--- src/rtl/fmap_mem_arbiter.sv ---
// Two-client arbiter for the feature-map RAM: per-burst ownership with round-robin tie-break,
// (y, x) to linear address translation, and write-to-read forwarding on same-address collisions.
module fmap_mem_arbiter #(
  parameter int unsigned COORD_BITS       = 8,
  parameter int unsigned CHANNELS         = 4,
  parameter int unsigned BITS_PER_CHANNEL = 8,
  parameter int unsigned IMG_WIDTH        = 32,
  parameter int unsigned IMG_HEIGHT       = 32,
  parameter int unsigned MAX_BURST        = 16,
  localparam int unsigned W               = CHANNELS * BITS_PER_CHANNEL,
  localparam int unsigned ADDR_BITS       = $clog2(IMG_WIDTH * IMG_HEIGHT),
  localparam int unsigned CB              = 2 * COORD_BITS
) (
  input  logic                 clk,
  input  logic                 reset,
  input  logic [1:0]           rd_req,
  input  logic [CB-1:0]        rd_coord [2],
  output logic [1:0]           rd_grant,
  output logic [1:0]           rd_valid,
  output logic [W-1:0]         rd_data [2],
  input  logic [1:0]           wr_req,
  input  logic [CB-1:0]        wr_coord [2],
  input  logic [W-1:0]         wr_data [2],
  output logic [1:0]           wr_grant,
  input  logic [1:0]           lock,
  output logic [1:0]           owner,
  output logic                 mem_rd_en,
  output logic [ADDR_BITS-1:0] mem_rd_addr,
  input  logic [W-1:0]         mem_rd_data,
  output logic                 mem_wr_en,
  output logic [ADDR_BITS-1:0] mem_wr_addr,
  output logic [W-1:0]         mem_wr_data,
  output logic                 addr_err
);

  localparam int unsigned HW = $clog2(MAX_BURST + 1);

  typedef enum logic [1:0] {StIdle, StOwn0, StOwn1} state_e;

  state_e          state_q;
  logic            rr_q;
  logic [HW-1:0]   hold_q;
  logic [1:0]      rv_q;
  logic            oor_q;
  logic            byp_q;
  logic [W-1:0]    byp_data_q;
  logic            addr_err_q;

  logic [1:0]      active;
  logic            owning;
  logic            sel;
  logic            rd_ok;
  logic            wr_ok;
  logic            rd_oor;
  logic            wr_oor;
  logic            bypass;
  logic            timeout;
  logic [W-1:0]    ret_data;

  function automatic logic [ADDR_BITS-1:0] to_addr(input logic [CB-1:0] c);
    return ADDR_BITS'(c[CB-1:COORD_BITS]) * ADDR_BITS'(IMG_WIDTH)
         + ADDR_BITS'(c[COORD_BITS-1:0]);
  endfunction

  function automatic logic in_range(input logic [CB-1:0] c);
    return (32'(c[COORD_BITS-1:0]) < IMG_WIDTH) && (32'(c[CB-1:COORD_BITS]) < IMG_HEIGHT);
  endfunction

  assign active = rd_req | wr_req | lock;
  assign owning = (state_q != StIdle);
  assign sel    = (state_q == StOwn1);
  assign owner  = {state_q == StOwn1, state_q == StOwn0};

  always_comb begin
    rd_grant    = '0;
    wr_grant    = '0;
    mem_rd_en   = 1'b0;
    mem_rd_addr = '0;
    mem_wr_en   = 1'b0;
    mem_wr_addr = '0;
    mem_wr_data = '0;
    rd_ok       = in_range(rd_coord[sel]);
    wr_ok       = in_range(wr_coord[sel]);
    rd_oor      = 1'b0;
    wr_oor      = 1'b0;
    if (owning) begin
      rd_grant[sel] = rd_req[sel];
      wr_grant[sel] = wr_req[sel];
      // Out-of-range requests are still granted; only the RAM enable is withheld.
      mem_rd_en     = rd_req[sel] & rd_ok;
      mem_rd_addr   = to_addr(rd_coord[sel]);
      mem_wr_en     = wr_req[sel] & wr_ok;
      mem_wr_addr   = to_addr(wr_coord[sel]);
      mem_wr_data   = wr_data[sel];
      rd_oor        = rd_req[sel] & ~rd_ok;
      wr_oor        = wr_req[sel] & ~wr_ok;
    end
  end

  assign bypass  = mem_rd_en & mem_wr_en & (mem_rd_addr == mem_wr_addr);
  assign timeout = ~lock[sel] & active[~sel] & (hold_q >= HW'(MAX_BURST - 1));

  always_ff @(posedge clk or posedge reset) begin
    if (reset) begin
      state_q <= StIdle;
      rr_q    <= 1'b0;
      hold_q  <= '0;
    end else begin
      unique case (state_q)
        StIdle: begin
          hold_q <= '0;
          unique case (active)
            2'b01:   state_q <= StOwn0;
            2'b10:   state_q <= StOwn1;
            2'b11: begin
              state_q <= rr_q ? StOwn1 : StOwn0;
              rr_q    <= ~rr_q;
            end
            default: state_q <= StIdle;
          endcase
        end
        StOwn0, StOwn1: begin
          if (!active[sel] || timeout) begin
            state_q <= StIdle;
          end else if (hold_q < HW'(MAX_BURST - 1)) begin
            // Saturates so a lock dropped after a long burst releases at once.
            hold_q <= hold_q + 1'b1;
          end
        end
        default: state_q <= StIdle;
      endcase
    end
  end

  always_ff @(posedge clk or posedge reset) begin
    if (reset) begin
      rv_q       <= '0;
      oor_q      <= 1'b0;
      byp_q      <= 1'b0;
      byp_data_q <= '0;
      addr_err_q <= 1'b0;
    end else begin
      rv_q       <= rd_grant;
      oor_q      <= rd_oor;
      byp_q      <= bypass;
      byp_data_q <= mem_wr_data;
      if (rd_oor || wr_oor) begin
        addr_err_q <= 1'b1;
      end
    end
  end

  always_comb begin
    ret_data = byp_q ? byp_data_q : (oor_q ? '0 : mem_rd_data);
    for (int k = 0; k < 2; k++) begin
      rd_data[k] = rv_q[k] ? ret_data : '0;
    end
  end

  assign rd_valid = rv_q;
  assign addr_err = addr_err_q;

endmodule

--- config.mk ---
export PLATFORM = sky130hd
export DESIGN_NAME = fmap_mem_arbiter
export DESIGN_NICKNAME = d
export VERILOG_FILES = /design/src/rtl/fmap_mem_arbiter.sv
export SDC_FILE = /design/constraint.sdc
export NUM_CORES = 1
export LEC_CHECK = 0
export CAP_MARGIN = 20
export CELL_PAD_IN_SITES_DETAIL_PLACEMENT = 1
export CELL_PAD_IN_SITES_GLOBAL_PLACEMENT = 1
export CORE_MARGIN = 2
export CORE_UTILIZATION = 21
export DETAILED_ROUTE_END_ITERATION = 12
export HOLD_SLACK_MARGIN = 0.05
export PLACE_DENSITY = 0.78
export SETUP_SLACK_MARGIN = 0.02
export SLEW_MARGIN = 15
export SYNTH_ARGS = -nofsm -noshare
export SYNTH_HDL_FRONTEND = slang
export SYNTH_SLANG_ARGS = --single-unit
--- constraint.sdc ---
create_clock -name clk -period 3.3 [get_ports clk]
set_input_delay 0.33 -clock clk [delete_from_list [all_inputs] [get_ports clk]]
set_output_delay 0.33 -clock clk [all_outputs]
set_load 0.05 [all_outputs]
Word level (Yosys, flattened, before mapping)
Index checks and enable logic that the tools add are counted.
- add/subtract/negate cells: 3
- order comparisons: 10
- equal/unequal tests: 9
- muxes and demuxes: 41
- bitwise logic cells: 18
- reductions and logical operators: 12
- operator list (kind ; number):
    2-to-1 mux 32 bit ; 8
    2-to-1 mux 16 bit ; 6
    < comparator 8 x 6 -> 1 bit, second input constant ; 4
    adder 10 x 8 -> 10 bit ; 2
    2-to-1 mux 10 bit ; 2
    2-to-1 mux 1 bit ; 15
    == test 10 bit ; 1
    2-to-1 mux 5 bit ; 2
    one-hot mux 5 bit (2 select lines) ; 1
    AND 1 bit ; 8
    2-to-1 mux 2 bit ; 4
    == test 2 bit, second input constant ; 3
    inequality test 2 bit, second input constant ; 3
    one-hot mux 2 bit (3 select lines) ; 1
    adder 5 x 1 -> 5 bit, second input constant ; 1
    >= comparator 5 x 4 -> 1 bit, second input constant ; 1
    < comparator 5 x 4 -> 1 bit, second input constant ; 1
    NOT 1 bit ; 5
    AND 2 bit ; 2
    == test 2 x 1 -> 1 bit, second input constant ; 2
    < comparator 1 x 2 -> 1 bit, second input constant ; 2
    bitwise OR 2 bit ; 2
    one-hot mux 2 bit (2 select lines) ; 1
    nonzero test 2 bit ; 2
    11 further kinds ; 14
- bits in registers: 45
- bits of input ports: 168
- word-level logic and storage cells: 101

Logic depth before layout (Yosys ltp)
Gate-level depths: netlist of the first run.
- depth after elaboration: 11
- mapped depth: 14
- mapped depth without buffers: 10

Least setup slack after synthesis of the first run
Ideal clock, no wire load.
- path type: register to register
- start point: register state_q[0]
- end point: register byp_q
- data arrival time: 3.542 ns
- data required time: 3.173 ns
- slack: -0.369 ns
- cell stages (with the launch flop): 15
- path buffers: 4
- period minus slack after synthesis: 3.669 ns
- cell sequence: dfrtp_1 -> inv_1 -> ha_1 -> buf_6 -> buf_8 -> buf_2 -> buf_2 -> mux2_2 -> ha_1 -> fa_1 -> or4_1 -> o311ai_0 -> a211o_1 -> xor2_1 -> nor4_2
- RTL lines (item ; line ; RTL):
    start, declared ; 40 ; state_e state_q;
    start signal, assigned ; 105 ; state_q <= StIdle;
    start signal, assigned ; 113 ; 2'b01: state_q <= StOwn0;
    start signal, assigned ; 114 ; 2'b10: state_q <= StOwn1;
    == test 2 bit ; 71 ; assign sel = (state_q == StOwn1);
    via sel ; 51 ; logic sel;
    NOT 1 -> 2 bit (implied by the code) ; 91 ; mem_rd_addr = to_addr(rd_coord[sel]);
    2-to-1 mux 16 bit (implied by the code) (3 in a row) ; 91 ;
    adder 10 x 8 -> 10 bit ; 62 ; + ADDR_BITS'(c[COORD_BITS-1:0]);
    2-to-1 mux 10 bit ; 86 ; if (owning) begin
    via mem_rd_addr[9] ; 28 ; output logic [ADDR_BITS-1:0] mem_rd_addr,
    == test 10 bit ; 100 ; assign bypass = mem_rd_en & mem_wr_en & (mem_rd_addr == mem_wr_addr);
    AND 1 bit ; 100 ;
    via bypass ; 56 ; logic bypass;
    end signal, assigned ; 145 ; byp_q <= bypass;
    end, declared ; 45 ; logic byp_q;
The timed path passes the listed nets, and every way through them passes these cells. The select of a mux whose other input is x is not followed.
A chain may end at the register's enable or synchronous reset.

Final worst setup path of the first run
- start point: register state_q[0]
- end point: output port mem_wr_addr[9]
- word-level cells in the longest chain between the ends: 7
- RTL lines (item ; line ; RTL):
    == test 2 bit ; 71 ;
    NOT 1 -> 2 bit (implied by the code) ; 93 ; mem_wr_addr = to_addr(wr_coord[sel]);
    2-to-1 mux 16 bit (implied by the code) (3 in a row) ; 93 ;
    adder 10 x 8 -> 10 bit ; 62 ;
    2-to-1 mux 10 bit * ; 86 ;
    end, declared ; 31 ; output logic [ADDR_BITS-1:0] mem_wr_addr,
Mark *: on every way between the ends. The rest lies on a longest branch, timed or not. The select of a mux whose other input is x is not followed.

==> metrics list, run 1 <==
* Result of the run: finished clean
* Clock network latency to the later pin of the worst-skew pair: around 0.28 ns
* Kind of end point of the critical path: primary output
- Final layout net count: 881
- Static leakage: 2.97 nW
* Largest net degree at the start of global routing: 46
- Max-cap violations in this run came to 0.
- Most common cell in the synthesized netlist: sky130_fd_sc_hd__nor2b_1
- TritonCTS built the clock tree.
* Average size of a mapped cell: 9.22 µm²
* Path type of the worst min-delay path: in -> async
- Area contributors post-synth: sky130_fd_sc_hd__dfrtp_1 (30%), sky130_fd_sc_hd__mux2i_1 (13%), sky130_fd_sc_hd__nor2b_1 (12%)
* Average via count per standard cell: 4.61
- By startpoint and endpoint, the worst setup path is classified as reg -> out.
- Sequential cell area: 1130 µm²
- Power spread over the standard cell area amounts to 846 nW/µm².
- Unique masters post-synth: 56
- Initial antenna violation count: 0
- Worst r2r path cells: 12
* Placement row count: 49
* Sum of negative setup slack: 0 ns
- Critical path launch point type: flip-flop
- Async SR Flop Fraction: 1.00
- Diode count: 0
- Counting along the longest clock path gives a buffer depth of 2.
- Worst clock skew: ~0.004 ns
* Effective utilization at floorplan: 0.212
- Router iterations before antenna repair: 4
* Share of post-route cells with drive strength above 1: 0.189
* Slew at the pin closest to its max-slew limit: 0.603 ns
* Post-synth top area share: 0.299
* Total Die Area: between 15000 and 20000 µm²
- The endpoint identified for the worst register-to-register timing path is byp_q.
* Dpl cell area: 6940 µm²
* Final-layout worst hold slack: 0.364 ns
* Final core utilization: 0.407
- In this run the critical register-to-register path is launched from state_q[0].
* Synth Instances: 409
- Post-synthesis simple-gate area fraction: 0.258
* Data required time of the worst path: between 2 and 3 ns
- Fillers: 2027
- Adder-Cell Fraction of Synth Area: 0.0504
- Summing all multi-input logic gate instances after layout gives 2510 µm².
- Final-report hold violation count: 0
* Net count after synthesis: ~590
- The synthesized design contains 45 register bits.
- Cell-by-cell listing of the critical path: inv_2 -> ha_4 -> mux2_4 -> ha_2 -> fa_2 -> or4_1 -> o311ai_0 -> a211o_2 -> buf_12
- The first global-routing pass estimated 27600 µm of wire.
- Count of vias placed by the detailed router: about 4300
- The largest individual stage delay along the critical path comes from the cell sky130_fd_sc_hd__or4_1.
- For this block, the initial DRC count from the detailed router was 140.
- Setup violations remaining at the end of the flow were counted as 0.
* Root Driver: sky130_fd_sc_hd__clkbuf_16
* Sum of overflow across all layers after global routing: 0
* Slowest cell delay on critical path: 0.49 ns
- Final GP Congestion: 0.862
- After clock tree synthesis, the flow added hold-fix buffers numbering 0.
- The core region is between 15000 and 20000 µm².
- Layout overhead on the synthesized area: 91.8%
- Of all nets on the critical path, the largest fanout is 8.
- For the worst setup path, the data arrival time is 2.89 ns.
* Max-slew violation count: 0
- TritonCTS created 5 clock buffers.
- After routing the design area is 7230 µm².
* Number of enable flip-flop cells after synthesis: 0
* Number of clock sinks: 45
- Setup repair after global routing could not meet its margin everywhere.
- After clock tree synthesis, the clock-pin slew on the worst setup and hold paths is 0.07 ns.
* Remaining antenna violation count after routing: 0
* VDD IR-drop max: about 0.7 mV
- Warnings, synthesis: 0
- Clock period minus worst slack: ~3.2 ns
- Remaining design rule violation count: 0
- Of the total synthesized cell area, the portion taken by XOR and XNOR cells is 0.0418.
* Compound-cell area share of the yosys netlist: 0.122
- HPWL after DPL: 14200 µm
* Combinational family with the most area after synthesis: simple AND/OR/NAND/NOR gates
* I/O Pins: 295
- Summed over all layers, the routed wires come to 17600 µm.
- Buffers on Ports: just under 300
- Multiplexer area fraction after synthesis: 0.180
- GRT Overall Usage: 0.179
* Slew headroom: 0.598
- CTS H-Tree Depth: 2
- Combined area of all synthesized cells: 3770 µm²
- Dividing the final minimum period by the clock period gives 0.977.
- In the final routed layout, each cell accounts on average for 19.0 µm.
- For flop-to-flop paths, the worst setup slack is 0.27 ns.
- Based on the critical path, the design can be clocked at up to slightly above 300 MHz.
- DIE WIDTH: 138 µm
* Most used flip-flop cell after synthesis: sky130_fd_sc_hd__dfrtp_1
- The critical path starts at state_q[0].
* Chip Height: 138 µm
* Sequential area share after synthesis: 0.299
- List of most frequent post-synthesis cells: sky130_fd_sc_hd__nor2b_1 (72), sky130_fd_sc_hd__nor2_1 (54), sky130_fd_sc_hd__mux2i_1 (48)
* Via count of the first global-routing pass: 4810
* Top cell type by total area after synthesis: sky130_fd_sc_hd__dfrtp_1
[through the flow]
step	total power [mW]	setup slack, ns	cells
2_1_floorplan	3.77	-0.0132	409
3_3_place_gp	5.30	0.278	912
3_5_place_dp	5.39	0.193	912
4_1_cts	6.16	0.0356	926
5_1_grt	6.45	-0.00525	929
6_report	6.12	0.0755	929
[cells by family (layout without fill, tap and decap cells)]
family,Yosys count,count (layout)
XOR/XNOR,18,18
AO/OA/AOI/OAI,63,63
flip-flops,45,45
adder cells (fa/ha/maj),14,14
multiplexers,65,65
buffers and inverters,39,330
AND/OR/NAND/NOR,165,165
[registers in the layout (all words and copies together), names as in the netlist]
register,cells
state_q,2
rd_valid,2
rr_q,1
byp_data_q,32
byp_q,1
hold_q,5
addr_err,1
oor_q,1
[cell type report]
| type | count | area share |
|---|---|---|
| clock buffer | 5 | 0.0173 |
| clock inverter | 3 | 0.00899 |
| inverter | 8 | 0.00415 |
| multi-input combinational | 325 | 0.346 |
| sequential | 45 | 0.156 |
| tap | 229 | 0.0396 |
| timing repair buffer | 314 | 0.428 |
[cells in the final DEF (no fill, tap or decap), types with 5 or more instances in the layout]
cell | netlist | final
sky130_fd_sc_hd__a21oi_1 | 7 | 7
sky130_fd_sc_hd__a22oi_1 | 31 | 31
sky130_fd_sc_hd__buf_12 | 0 | 12
sky130_fd_sc_hd__buf_4 | 1 | 70
sky130_fd_sc_hd__clkbuf_16 | 0 | 5
sky130_fd_sc_hd__clkdlybuf4s50_1 | 0 | 230
sky130_fd_sc_hd__dfrtp_1 | 45 | 45
sky130_fd_sc_hd__ha_1 | 12 | 8
sky130_fd_sc_hd__inv_1 | 8 | 6
sky130_fd_sc_hd__mux2_2 | 15 | 14
sky130_fd_sc_hd__mux2i_1 | 48 | 48
sky130_fd_sc_hd__nor2_1 | 54 | 53
sky130_fd_sc_hd__nor2b_1 | 72 | 68
sky130_fd_sc_hd__nor3_1 | 6 | 6
sky130_fd_sc_hd__xnor2_1 | 11 | 11
sky130_fd_sc_hd__xor2_1 | 7 | 7
[repair_timing]
item                                    in CTS  in global routing
pin swaps                                    3                  4
endpoints found under the setup margin       2                  3
resized for setup                            5                  4
setup buffers                                6                  2
[report_power, final]
part	total (mW)	leakage [nW]	switching, mW	internal, mW
registers	0.866	0.585	0.119	0.747
logic	4.60	2.29	2.85	1.75
clock network	0.654	0.0938	0.221	0.433
[worst max-delay path by stage]
| stage | to | slack, ns | cells after the start |
|---|---|---|---|
| 2_1_floorplan | byp_q | -0.01 | 14 |
| 3_3_place_gp | mem_rd_addr[9] | 0.28 | 9 |
| 3_5_place_dp | mem_rd_addr[9] | 0.19 | 9 |
| 4_1_cts | mem_wr_addr[9] | 0.04 | 9 |
| 5_1_grt | mem_wr_addr[9] | -0.005 | 9 |
| 6_report | mem_wr_addr[9] | 0.08 | 9 |
[critical path: cells and delay by family, from the launching register on]
kind | cells | cell delay [ns]
fa+ha+maj | 3 | 0.81
simple gates | 1 | 0.49
flops | 1 | 0.39
mux | 1 | 0.35
compound gates | 2 | 0.34
buf+inv | 2 | 0.23
[per-layer routing]
layer  global-route usage  part of all wire  vias to the layer above
met4               0.0456             0.020                        0
met3               0.0409             0.063                       22
met2                0.324              0.52                      182
li1                     -                 -                     2021
met1                0.213              0.40                     2060
met5                    0                 0                        -
No activity file was read; power rests on OpenSTA's default activity.
==> run 2: changes to the inputs <==
--- a/config.mk
+++ b/config.mk
@@ -13,6 +13,7 @@
 export DETAILED_ROUTE_END_ITERATION = 12
 export HOLD_SLACK_MARGIN = 0.05
 export PLACE_DENSITY = 0.78
+export REMOVE_ABC_BUFFERS = 1
 export SETUP_SLACK_MARGIN = 0.02
 export SLEW_MARGIN = 15
 export SYNTH_ARGS = -nofsm -noshare
==> run 2 against run 1 <==
- clock-buffer cell count up 1
- die area unchanged
- critical path type unchanged
- maximum frequency fell by 0.95%
- first-iteration DRC count shrank 16%
- setup slack worse by 0.031 ns
- global-route usage is 0.65 points higher
- critical path depth did not move
- highest routed layer unchanged
- total power increased by 1.4%
==> metrics list, run 2 (synthesized netlist as in run 1, its figures left out) <==
- Via count of the first global-routing pass: 5012 (+4.2%)
* TritonCTS clock tree: yes
* Final cycle utilization of the critical path: 0.986 (+0.00932)
- Critical path launch point type: flip-flop
* Fillers: 1940 (-4.3%)
- HPWL after DPL: 14300 µm (+0.67%)
- Setup Viol. Count Final: 0 (unchanged)
- The initial core utilization is 0.212 (unchanged).
- Data required time of the worst path: 2.97 ns (about the same)
- The slowest stage of the critical path is the sky130_fd_sc_hd__or4_1 cell.
- The data arrival time of the worst path came to 2.93 ns (+0.04 ns).
* Count of hold buffers inserted by post-cts repair: 0 (unchanged)
* Setup repair after global routing missed its margin: yes
- The die extent in y came to 138 µm (unchanged).
- Maximum clock insertion buffer count: 2 (unchanged)
- Final GP Congestion: 0.840 (-2.6%)
* Maximum frequency from static timing analysis: 307 MHz (-0.95%)
* Max Cap Violations: 0 (unchanged)
* Clock period minus worst slack: 3.26 ns (+0.0308 ns)
- The TritonCTS buffer count is 5 (unchanged).
* Registers with the most flip-flops: byp_data_q: 32 flops, hold_q: 5 flops
* I/O Pins: 295 (unchanged)
- Static leakage: 3.11 nW (+4.6%)
- The flip-flop count of the largest register, all copies and words added came to 32 (unchanged).
* Worst clock skew: 0.00847 ns (+0.00436 ns)
- The largest stage delay on the critical path was 0.48 ns (about the same).
- Largest net degree at the start of global routing: 76 (+65%)
* Path type of the worst min-delay path: in -> async
* CP Capture Point: mem_wr_addr[9]
- Max-slew violation count: 0 (unchanged)
- The site row count is 49 (unchanged).
- The number of DRC violations after detailed-routing iteration 0 was 117 (-16%).
* Clock network latency to the later pin of the worst-skew pair: 0.29 ns (about the same)
- Buffers on Ports: 294 (unchanged)
- The share of cells above drive strength 1 is 0.204 (+0.0151).
* Total buffers and inverters traversed by the critical path: 2 (unchanged)
- Layout overhead on the synthesized area: 105%
* Total Die Area: 19000 µm² (unchanged)
* Router iterations before antenna repair: 4 (unchanged)
- Total power divided by cell area: 804 nW/µm² (-5.0%)
* Reg-to-Reg End: byp_q
- The global-route usage over all layers is 0.185 (+0.00652).
- The area of the core came to 17800 µm² (unchanged).
* Depth of the critical timing path with buffers and inverters included: 9 (unchanged)
* VDD IR-drop max: 0.527 mV (-26%)
- The worst register-to-register path begins at state_q[0].
- Broken down by cell family, the worst path's largest delay share belongs to adder cells.
- The worst max-slew margin expressed relative to the limit came to 0.431 (-0.167).
- Average wire per standard cell: 19.4 µm (+2.6%)
- The highest net fanout along the worst path is 8 (unchanged).
* Final layout net count: 883 (+0.23%)
* Critical Path Source: state_q[0]
- Cell-by-cell listing of the critical path: inv_2 -> ha_4 -> mux2_4 -> ha_2 -> fa_2 -> or4_1 -> o311ai_1 -> a211o_1 -> buf_12
- The transition at the pin with the smallest max-transition slack came to 0.853 ns (+0.250 ns).
- Post-CTS clock slew at the launch and capture registers of the worst setup and hold paths: 0.07 ns (about the same)
- The global-route wire length before repair is 28200 µm (+2.2%).
* Kind of end point of the critical path: primary output
* Result of the run: finished clean
- The maximum level of the CTS H-tree was 2 (unchanged).
- Number of clock sinks: 45 (unchanged)
- Average via count per standard cell: 4.75 (+2.9%)
- Remaining antenna violation count after routing: 0 (unchanged)
- Remaining design rule violation count: 0 (unchanged)
* Start-to-end type of the worst setup path: reg -> out
- Sum of negative setup slack: 0 ns (unchanged)
- DIE WIDTH: 138 µm (unchanged)
- Initial antenna violation count: 0 (unchanged)
* Most common cell after layout, fill and taps aside: sky130_fd_sc_hd__clkdlybuf4s50_1
* Diode count: 0 (unchanged)
- Root Driver: sky130_fd_sc_hd__clkbuf_16
- The sum of overflow across all layers after global routing was 0 (unchanged).
- The top cell types in the final layout, fill and taps aside, are sky130_fd_sc_hd__clkdlybuf4s50_1 (219), sky130_fd_sc_hd__nor2b_1 (72), sky130_fd_sc_hd__nor2_1 (53), sky130_fd_sc_hd__buf_12 (53), sky130_fd_sc_hd__mux2i_1 (47).
- Register ranked first by flip-flop count: byp_data_q
- Register-to-Register Setup Slack: 0.23 ns (-0.04 ns)
- The cell area after placement came to 7400 µm² (+6.7%).
- Count of vias placed by the detailed router: 4419 (+3.1%)
- Final-report hold violation count: 0 (unchanged)
* Post-route design area: 7720 µm² (+6.7%)
- The sum of routed wire length over all layers is 18100 µm (+2.8%).
- Worst r2r path cells: 13 (+1)
run 2: changes by cell type in the layout (fill, tap and decap cells not counted), sizes merged:
cell / delta
clkdlybuf4s50: -11
buf: +12
clkbuf: +2
inv: -1
clkinv: +2
bufinv: -2
run 2: how the worst min path moves through the flow:
stage	startpoint	endpoint	depth (start not counted)
detailed placement	addr_err	addr_err	1
global route	addr_err	addr_err	1
finish	reset	byp_data_q[12]	2
floorplan	rr_q	rr_q	1
CTS	addr_err	addr_err	1
global placement	addr_err	addr_err	1
run 2: area by class of cell:
cell class,count,area (µm²),area share
clock buffers,6,139,0.0180
clock inverters,2,13.8,0.00178
inverters,8,31.3,0.00405
multi-input cells,325,2530,0.328
flip-flops and latches,45,1130,0.146
well taps,229,287,0.0371
repair buffers,316,3590,0.465
run 2: stage by stage:
step                 util  setup WS (ns)  power [mW]  hold slack [ns]  cells
detailed placement  0.416         0.0199        5.54            0.487    910
floorplan               -          -2.35        3.70            0.464    378
global route        0.434        -0.0302        6.50            0.539    931
finish              0.434         0.0447        6.20            0.506    931
global placement    0.416          0.127        5.42            0.476    910
CTS                 0.429         0.0287        6.16            0.513    925
run 2: metal layers:
metal | GRT usage | part of all wire | vias to the layer above
met3 | 0.0395 | 0.064 | 35
li1 | - | - | 2025
met4 | 0.0779 | 0.033 | 0
met2 | 0.348 | 0.52 | 229
met1 | 0.200 | 0.38 | 2130
met5 | 0 | 0 | -
run 2: repair_timing:
item                                    4_1_cts  5_1_grt
pin swaps                                     3        3
cloned                                        0        0
resized for setup                             9        9
endpoints found under the setup margin       29       14
buffers inserted                              7        6
run 2: where the power goes:
group,switching [mW],total (mW),internal [mW]
clock,0.227,0.529,0.302
combinational,2.92,4.83,1.91
sequential,0.102,0.848,0.746
==> run 3: changes to the inputs <==
--- a/config.mk
+++ b/config.mk
@@ -8,11 +8,12 @@
 export CAP_MARGIN = 20
 export CELL_PAD_IN_SITES_DETAIL_PLACEMENT = 1
 export CELL_PAD_IN_SITES_GLOBAL_PLACEMENT = 1
-export CORE_MARGIN = 2
-export CORE_UTILIZATION = 21
+export CORE_AREA = 2 2 116 118
 export DETAILED_ROUTE_END_ITERATION = 12
+export DIE_AREA = 0 0 118 120
+export DONT_BUFFER_PORTS = 1
 export HOLD_SLACK_MARGIN = 0.05
-export PLACE_DENSITY = 0.78
+export PLACE_DENSITY = 0.6
 export REMOVE_ABC_BUFFERS = 1
 export SETUP_SLACK_MARGIN = 0.02
 export SLEW_MARGIN = 15
==> run 3 against run 2 <==
- setup slack gained 0.018 ns
- worst hold slack lost 0.23 ns
- total power shrank 14%
- critical path depth is the same
- sequential cell count is the same
- cell count shrank 27%
- register-to-register slack gained 0.11 ns
- clock skew grew 0.00092 ns
- critical path type unchanged
- highest routed layer unchanged
==> metrics list, run 3 (synthesized netlist as in run 1, its figures left out) <==
- Remaining antenna violation count after routing: 0 (unchanged)
- Cell repeated most along the worst path: sky130_fd_sc_hd__ha_4
- Relative to the synthesized area, the layout overhead comes to 34.6%.
- The final routed wire length divided by cell count came to 20.3 µm (+4.4%).
- The min-delay analysis places its worst path in the category in -> reg.
* Initial antenna violation count: 0 (unchanged)
- Cell-internal power: 2.30 mW (-22%)
* Combinational group share of total power: 0.747 (-0.031)
- TritonCTS built the clock tree.
* Final wirelength: 13800 µm (-24%)
* Worst r2r path cells: 11 (-2)
- Cell-by-cell listing of the critical path: inv_2 -> ha_4 -> mux2_4 -> ha_4 -> fa_2 -> or4_4 -> o311ai_4 -> a211o_1 -> buf_12
- Slowest cell on the critical path: sky130_fd_sc_hd__or4_4
- Slew headroom: 0.217 (-0.214)
* Crit Reg-Reg Startpoint: state_q[0]
* Clock period minus worst slack: 3.24 ns (-0.0176 ns)
- Setup Viol. Count Final: 0 (unchanged)
- Share of post-route cells with drive strength above 1: 0.329 (+0.126)
- Critical path launch point type: flip-flop
- The post-route cell area was 5080 µm² (-34%).
- Fraction of power spent switching nets: 0.569 (+0.0456)
- The cell sitting at the root of the clock tree is a sky130_fd_sc_hd__clkbuf_16.
- Register-to-Register Setup Slack: 0.34 ns (+0.11 ns)
- The total negative slack is 0 ns (unchanged).
- Leaving out fill and tap cells, the most frequent cell in the layout is sky130_fd_sc_hd__buf_4.
- The ratio of total power to cell area was 1050 nW/µm² (+31%).
- Setup slack after placement: -0.0187 ns (-0.0386 ns)
* HPWL after DPL: 11000 µm (-23%)
- Static leakage: 2.26 nW (-27%)
* Worst clock skew: 0.00939 ns (+0.000916 ns)
- Registers with the most flip-flops: byp_data_q: 32 flops, hold_q: 5 flops
* Router iterations before antenna repair: 4 (unchanged)
- Average via count per standard cell: 5.16 (+8.7%)
- Result of the run: finished clean
* CTS H-Tree Depth: 2 (unchanged)
- The cell area after placement came to 4640 µm² (-37%).
* Portion of total power attributed to sequential cells: 0.165 (+0.028)
- The worst setup path is of the reg -> out kind.
- The final worst setup slack came to 0.0623 ns (+0.0176 ns).
* Final Power: 5.33 mW (-14%)
- The residual DRC count is 0 (unchanged).
- Worst hold stages: 2
- Max reg flops: 32 (unchanged)
* Sum of overflow across all layers after global routing: 0 (unchanged)
- The maximum number of pins on one net before global-route repair was 46 (-39%).
- Final-report hold violation count: 0 (unchanged)
* Effective utilization at floorplan: 0.291 (+0.0784)
* Buffers on Ports: 0 (-100%)
* I/O Pins: 295 (unchanged)
- The area enclosed by the die boundary was 14200 µm² (-26%).
- TritonCTS Buffers: 5 (unchanged)
- Maximum frequency from static timing analysis: 309 MHz (+0.54%)
* Maximum clock insertion buffer count: 2 (unchanged)
- Final cycle utilization of the critical path: 0.981 (-0.00534)
- The transition at the pin with the smallest max-transition slack came to 1.17 ns (+0.317 ns).
- The power spent charging and discharging nets was 3.03 mW (-6.6%).
- The area of the core is 13000 µm² (-27%).
* Number of clock sinks: 45 (unchanged)
* GRT Overall Usage: 0.184 (-0.00104)
* Share of power burned in the clock network: 0.088 (+0.003)
* VDD IR-drop max: 0.541 mV (+2.7%)
* Final GP Congestion: 0.816 (-2.9%)
* Diode count: 0 (unchanged)
- Final layout net count: 687 (-22%)
- The site row count came to 42 (-14%).
* Count of vias placed by the detailed router: 3508 (-21%)
- Reg-to-Reg End: byp_q
- Kind of end point of the critical path: primary output
- Register ranked first by flip-flop count: byp_data_q
- The number of pins exceeding their max-slew limit in the final report is 0 (unchanged).
- The clock edge transition at the registers on the reported setup and hold paths was 0.06 ns (about the same).
* Setup repair after global routing missed its margin: yes
- The data arrival time of the worst path is 2.91 ns (-0.02 ns).
* Clock network latency to the later pin of the worst-skew pair: 0.29 ns (about the same)
- Chip Height: 120 µm (-13%)
* First-pass GRT wire length: 20400 µm (-28%)
- The path with the worst hold slack has its endpoint at byp_data_q[27].
- Via count of the first global-routing pass: 3631 (-28%)
* Slowest cell delay on critical path: 0.51 ns (+0.03 ns)
- Iteration-0 DRC count of the detailed router: 101 (-14%)
- The die boundary width was 118 µm (-14%).
- The highest net fanout along the worst path came to 6 (-2).
* Highest-count cells in the layout ignoring fill and taps: sky130_fd_sc_hd__buf_4 (111), sky130_fd_sc_hd__nor2b_1 (72), sky130_fd_sc_hd__nor2_1 (53), sky130_fd_sc_hd__mux2i_1 (48), sky130_fd_sc_hd__dfrtp_1 (45)
* Data required time of the worst path: 2.97 ns (about the same)
* Hold Path Origin: wr_data[59]
- Max Cap Violations: 0 (unchanged)
==> run 3: changes by cell type in the layout (fill, tap and decap cells not counted), moves of 2 or more <==
cell                              change
sky130_fd_sc_hd__nor3b_2              +2
sky130_fd_sc_hd__mux2_2               -2
sky130_fd_sc_hd__buf_4               +70
sky130_fd_sc_hd__buf_12              -50
sky130_fd_sc_hd__clkdlybuf4s50_1    -219
sky130_fd_sc_hd__mux2_4               +2
sky130_fd_sc_hd__nor3b_1              -2
==> run 3: repair_timing <==
item | 4_1_cts | 5_1_grt
gates resized for setup | 12 | 14
setup endpoints to repair | 3 | 4
endpoints found under the hold margin | 0 | 23
gates cloned | 1 | 0
hold buffers | 0 | 1
pin swaps | 4 | 4
buffers inserted | 12 | 3
==> run 3: how the worst max path moves through the flow <==
stage / from / to / slack (ns) / cells after the start
2_1_floorplan: state_q[0] / byp_q / -2.35 / 10
3_5_place_dp: state_q[0] / mem_wr_addr[9] / -0.02 / 9
4_1_cts: state_q[0] / mem_rd_addr[9] / 0.02 / 9
6_report: state_q[0] / mem_rd_addr[9] / 0.06 / 9
3_3_place_gp: state_q[0] / mem_wr_addr[9] / 0.11 / 9
5_1_grt: state_q[0] / mem_rd_addr[7] / -0.04 / 10
==> run 3: per-layer routing <==
layer,share of wire,track usage,up-vias
li1,-,-,1630
met1,0.34,0.190,1679
met2,0.54,0.346,187
met3,0.10,0.0722,12
met4,0.012,0.0497,0
met5,0,0,-
==> run 3: through the flow <==
step | cells | hold WS [ns] | utilization
after floorplan | 378 | 0.464 | -
after global placement | 654 | 0.482 | 0.358
after detailed placement | 654 | 0.493 | 0.358
after CTS | 673 | 0.194 | 0.380
after global routing | 680 | 0.277 | 0.391
final | 680 | 0.275 | 0.391
==> run 3: final cells by class <==
type	count	area, µm²
timing repair buffer	120	993
multi-input combinational	325	2580
sequential	45	1130
fill	1521	7900
clock buffer	5	125
inverter	8	30.0
tap	176	220
clock inverter	1	5.00
==> run 3: worst max-delay path: cells and delay by family (launching register included) <==
family / cells / cell delay [ns]
AO/OA/AOI/OAI: 2 / 0.35
adder cells (fa/ha/maj): 3 / 0.76
buffers and inverters: 2 / 0.25
flip-flops: 1 / 0.40
multiplexers: 1 / 0.33
AND/OR/NAND/NOR: 1 / 0.51
==> run 3: power groups by stage <==
stage	Sequential (mW)	Combinational, mW	Clock [mW]
after global placement	0.882	3.64	0
after detailed placement	0.892	3.72	0
after global routing	0.907	4.21	0.513
after CTS	0.884	3.90	0.500
after floorplan	0.858	2.84	0
final	0.882	3.98	0.468
